## config.mk

```make
export PLATFORM = sky130hd
export DESIGN_NAME = ysyx_25040109_trap_unit
export DESIGN_NICKNAME = d
export VERILOG_FILES = /design/src/rtl/ysyx_25040109_trap_unit.sv
export SDC_FILE = /design/constraint.sdc
export NUM_CORES = 1
export LEC_CHECK = 0
export CAP_MARGIN = 10
export CORE_MARGIN = 4
export CORE_UTILIZATION = 30
export DETAILED_ROUTE_END_ITERATION = 8
export GPL_ROUTABILITY_DRIVEN = 0
export PLACE_DENSITY = 0.82
export SLEW_MARGIN = 10
export SYNTH_ARGS = -nofsm -noshare
export SYNTH_HDL_FRONTEND = slang
export SYNTH_SLANG_ARGS = --single-unit
```

## constraint.sdc

```tcl
create_clock -name clock -period 1.4 [get_ports clock]
set_clock_uncertainty 0.2 [all_clocks]
set_input_delay 0.14 -clock clock [delete_from_list [all_inputs] [get_ports clock]]
set_output_delay 0.14 -clock clock [all_outputs]
set_load 0.005 [all_outputs]
```

## src/rtl/ysyx_25040109_trap_unit.sv

```systemverilog
// Trap entry/return sequencer: writes mepc/mcause/mstatus through a shared CSR
// port, then issues a single-cycle PC redirect to mtvec (entry) or mepc (mret).
module ysyx_25040109_trap_unit #(
    parameter int unsigned DATA_WIDTH = 32
) (
    input  logic                  clock,
    input  logic                  reset,
    input  logic                  trap_valid,
    output logic                  trap_ready,
    input  logic [1:0]            trap_type,
    input  logic [DATA_WIDTH-1:0] trap_pc,
    output logic                  csr_we,
    output logic [11:0]           csr_addr,
    output logic [DATA_WIDTH-1:0] csr_wdata,
    input  logic [DATA_WIDTH-1:0] csr_rdata,
    input  logic [DATA_WIDTH-1:0] mepc_in,
    input  logic [DATA_WIDTH-1:0] mtvec_in,
    output logic                  csr_own,
    output logic                  redirect_valid,
    output logic [DATA_WIDTH-1:0] redirect_pc
);

    localparam logic [11:0] CSR_MSTATUS = 12'h300;
    localparam logic [11:0] CSR_MEPC    = 12'h341;
    localparam logic [11:0] CSR_MCAUSE  = 12'h342;

    localparam logic [1:0] T_ECALL = 2'b00;
    localparam logic [1:0] T_MRET  = 2'b10;
    localparam logic [1:0] T_RSVD  = 2'b11;

    typedef enum logic [2:0] {
        IDLE,
        WR_MEPC,
        WR_MCAUSE,
        WR_MSTATUS,
        REDIRECT
    } state_e;

    state_e                state_q, state_d;
    logic [1:0]            type_q, type_d;
    logic [DATA_WIDTH-1:0] pc_q, pc_d;
    logic [DATA_WIDTH-1:0] mstatus_new;

    always_ff @(posedge clock) begin
        if (reset) begin
            state_q <= IDLE;
            type_q  <= 2'b00;
            pc_q    <= '0;
        end else begin
            state_q <= state_d;
            type_q  <= type_d;
            pc_q    <= pc_d;
        end
    end

    always_comb begin
        state_d        = state_q;
        type_d         = type_q;
        pc_d           = pc_q;
        trap_ready     = 1'b0;
        csr_own        = 1'b1;
        csr_we         = 1'b0;
        csr_addr       = 12'h000;
        csr_wdata      = '0;
        redirect_valid = 1'b0;
        redirect_pc    = '0;
        mstatus_new    = csr_rdata;

        case (state_q)
            IDLE: begin
                trap_ready = 1'b1;
                csr_own    = 1'b0;
                if (trap_valid && (trap_type != T_RSVD)) begin
                    type_d  = trap_type;
                    pc_d    = trap_pc;
                    state_d = (trap_type == T_MRET) ? WR_MSTATUS : WR_MEPC;
                end
            end
            WR_MEPC: begin
                csr_we    = 1'b1;
                csr_addr  = CSR_MEPC;
                csr_wdata = pc_q;
                state_d   = WR_MCAUSE;
            end
            WR_MCAUSE: begin
                csr_we    = 1'b1;
                csr_addr  = CSR_MCAUSE;
                csr_wdata = (type_q == T_ECALL) ? DATA_WIDTH'(11) : DATA_WIDTH'(3);
                state_d   = WR_MSTATUS;
            end
            WR_MSTATUS: begin
                // MIE is bit 3, MPIE bit 7, MPP bits 12:11; everything else passes through
                if (type_q == T_MRET) begin
                    mstatus_new[3] = csr_rdata[7];
                    mstatus_new[7] = 1'b1;
                end else begin
                    mstatus_new[7] = csr_rdata[3];
                    mstatus_new[3] = 1'b0;
                end
                mstatus_new[12:11] = 2'b11;
                csr_we    = 1'b1;
                csr_addr  = CSR_MSTATUS;
                csr_wdata = mstatus_new;
                state_d   = REDIRECT;
            end
            REDIRECT: begin
                redirect_valid = 1'b1;
                redirect_pc    = (type_q == T_MRET) ? mepc_in : mtvec_in;
                state_d        = IDLE;
            end
            default: begin
                state_d = IDLE;
            end
        endcase

        // An abort in progress must not commit the write or redirect of the current cycle
        if (reset) begin
            csr_we         = 1'b0;
            redirect_valid = 1'b0;
            redirect_pc    = '0;
        end
    end

endmodule

```

==> summary.txt <==
Status
  • Status: finished with violations
  • Failing checks: negative setup slack

Routing
  • Post-route ant nets: 0
  • DRC Markers: 0
  • WL final: 13.4 mm
  • Wire length per cell: around 19 um
  • DRT Pass-1 Iters: 4
  • Vias after detailed routing: roughly 3500
  • DR vias/cell: between 5 and 6
  • First DRT Iteration DRCs: 162

Power and ir drop
  • PD cells: around 650 nW/um2
  • VDD IR max: around 0.45 mV
  • Static leakage: between 2 and 3 nW
  • Total power: roughly 3.7 mW

Yosys
  • Post-synth top area cell: dfxtp_1
  • Area share of the largest cell type after synthesis: approximately 28%
  • Post-synthesis compound-gate area fraction: approximately 18%
  • Main combinational cell family by area after synthesis: simple AND/OR/NAND/NOR gates
  • Adder-cell share of the synthesized area: 0%
  • Cells after Synth: around 340
  • Most numerous cell in the Yosys netlist: nand2_1
  • Yosys reg bits: 37
  • Synth Flop Type: dfxtp_1
  • Async set-reset flop share out of synthesis: 0%
  • Post-Syn Area per Cell: 7.69 um2
  • XOR/XNOR Fraction of Synth Area: less than 1%
  • Synth area leaders: dfxtp_1 28%, nand2b_1 16%, mux2i_1 13%, nand2_1 9.8%, a22o_1 8.6%
  • Post-synth cell types: 31
  • Mapped Area: ~2600 um2
  • Ys Warns: 0
  • Commonest cells in the netlist: 69 x nand2_1, 68 x nand2b_1, 37 x dfxtp_1, 34 x a21oi_1, 33 x mux2i_1
  • Register area share after synthesis: between 20% and 30%
  • Simple-gate portion of the synthesized area: ~30%
  • EDFF count, synth: 0
  • Mux share of post-synthesis cell area: about an eighth

Clock network
  • Worst-path clk slew: around 0.080 ns
  • CTS Sinks: 37
  • Later-pin clock latency in the skew report: roughly 0.28 ns
  • H-tree levels: 2
  • CTS buffer count: 5
  • CTS max path bufs: 2
  • CTS tree: yes
  • CTS root buf: clkbuf_8

Critical path
  • Worst Path Required: 1.06 ns
  • Critical R2R Capture: pc_q[25]
  • CP startpoint kind: flop
  • Reg2Reg Launch Point: state_q[1]
  • Reg-to-reg setup timing slack: -0.36 ns
  • Critical Path Start: state_q[0]
  • Worst Setup End Kind: primary output
  • Max FO, Critical Path: 6
  • Setup CP Type: reg -> out
  • R2R cell count: 6
  • Worst setup path endpoint: csr_wdata[3]
  • Critical path arrival: between 1.5 and 2 ns

Cells and area
  • P&R area growth vs syn: 119%
  • Layout cells sized above 1: between 40% and 50%
  • Post-layout nets: ~720
  • # diodes: 0

Job
  • Max_cap viols: 0

Placement
  • PortBufs: around 200
  • Dpl ws: -0.520 ns
  • Post-DP HPWL: 7.89 mm

STA
  • Slew HR: roughly two thirds
  • Worst Tran Pin Value: a little over 0.5 ns
  • Fin. max-slew vios: 0
  • Post-route setup slack: -0.483 ns
  • Unrepaired setup endpoints after global routing: yes
  • Period utilization: 134%
  • Count of final setup violators: ~110
  • Final Hold Viols: 0
  • Post-layout min period: ~1.9 ns
  • Achievable Freq: ~530 MHz

GRT
  • GRT overflow: 0
  • Largest net degree at the start of global routing: 71
  • Initial antenna violation count: 0
  • All-Layer GR Usage: between 20% and 30%
  • First-pass GRT wire length: about 18 mm
  • Number of global-route vias before repair: 3637

Die
  • Die Width: between 100 and 150 um
  • Vert. Die Dim: 102 um
  • Row count: 33
  • Die ar.: 10400 um2
  • Starting Density: a little under a third
  • Core Area: approximately 8400 um2
  • I/O Pins: approximately 210

Worst hold path
  • Type of the tightest min-delay check: in -> reg
stage by stage:
step	utilization [%]	std cells	hold slack, ns	instance area [um2]	TNS [ns]
floorplan	-	349	0.0561	2670	-4.54
global placement	58.3	647	0.260	4890	-39.74
detailed placement	58.3	647	0.262	4890	-42.58
CTS	66.2	695	0.209	5550	-35.21
global route	68.8	697	0.221	5770	-43.28
finish	68.8	697	0.213	5770	-36.63
cell type report:
cell class | instances | area, um2
repair buffers | 274 | 2620
multi-input cells | 269 | 2150
clock buffers | 7 | 96.3
well taps | 105 | 131
inverters | 4 | 15.0
clock inverters | 1 | 5.00
fillers | 629 | 2610
flip-flops and latches | 37 | 757
critical path: stages (launching register included):
cell and delay (ns):
dfxtp_4 0.39, nor3b_4 0.23, buf_6 0.14, buf_6 0.12, buf_12 0.12, a32o_1 0.12, buf_2 0.13
worst min path at each step:
stage,from,endpoint,slack (ns),cells past startpoint
2_1_floorplan,trap_valid,type_q[1],0.06,1
3_3_place_gp,pc_q[6],pc_q[6],0.26,2
3_5_place_dp,pc_q[11],pc_q[11],0.26,2
4_1_cts,trap_pc[12],pc_q[12],0.21,3
5_1_grt,trap_pc[22],pc_q[22],0.22,3
6_report,trap_pc[12],pc_q[12],0.21,3
placed cells by master, fill, tap and decap left out, types with 2 or more instances in the layout:
cell	Yosys	routed
clkdlybuf4s50_1	0	129
buf_2	11	70
nand2b_1	68	66
a21oi_2	2	33
buf_6	1	33
dfxtp_1	37	32
mux2i_1	33	31
a22o_1	26	26
nand2_4	0	25
nand2_1	69	24
buf_4	8	22
nand2_2	0	20
buf_12	3	13
conb_1	1	7
clkbuf_8	0	7
buf_16	0	6
nor2_1	8	5
dfxtp_4	0	4
nor2_4	0	2
nor3b_4	0	2
nor2b_4	0	2
inv_1	4	2
o21ai_2	0	2
nand2b_4	0	2
inv_2	0	2
a21oi_4	0	2
mux2i_2	0	2
cells by family (layout without fill, tap and decap cells):
kind of cell / count (synthesis) / count (layout)
AOI/OAI and AO/OA: 70 / 70
DFF: 37 / 37
other: 1 / 7
and+or+nand+nor: 158 / 158
muxes: 33 / 33
buffers and inverters: 43 / 286
xor gates and xnor gates: 1 / 1
per-layer routing:
metal  GRT usage [%]  routed length, um
met5               0                  0
met3            5.85               1020
met4            8.59                488
met1            24.3               4730
met2            40.8               7180
flip-flops by register name, summed over array words and instances (netlist names):
signal	flops
type_q	2
pc_q	32
state_q	3
what timing repair did:
action,in CTS,in global routing
hold buffers,0,0
gates cloned,12,0
gates resized for setup,408,79
setup buffers,29,16
pin swaps,47,52
endpoints found under the setup margin,107,108
power breakdown:
group,switching [mW],total [mW],internal [mW]
combinational,0.691,1.72,1.03
clock,0.390,0.836,0.446
sequential,0.0626,1.20,1.13
Power figures use the tool's default switching activity.
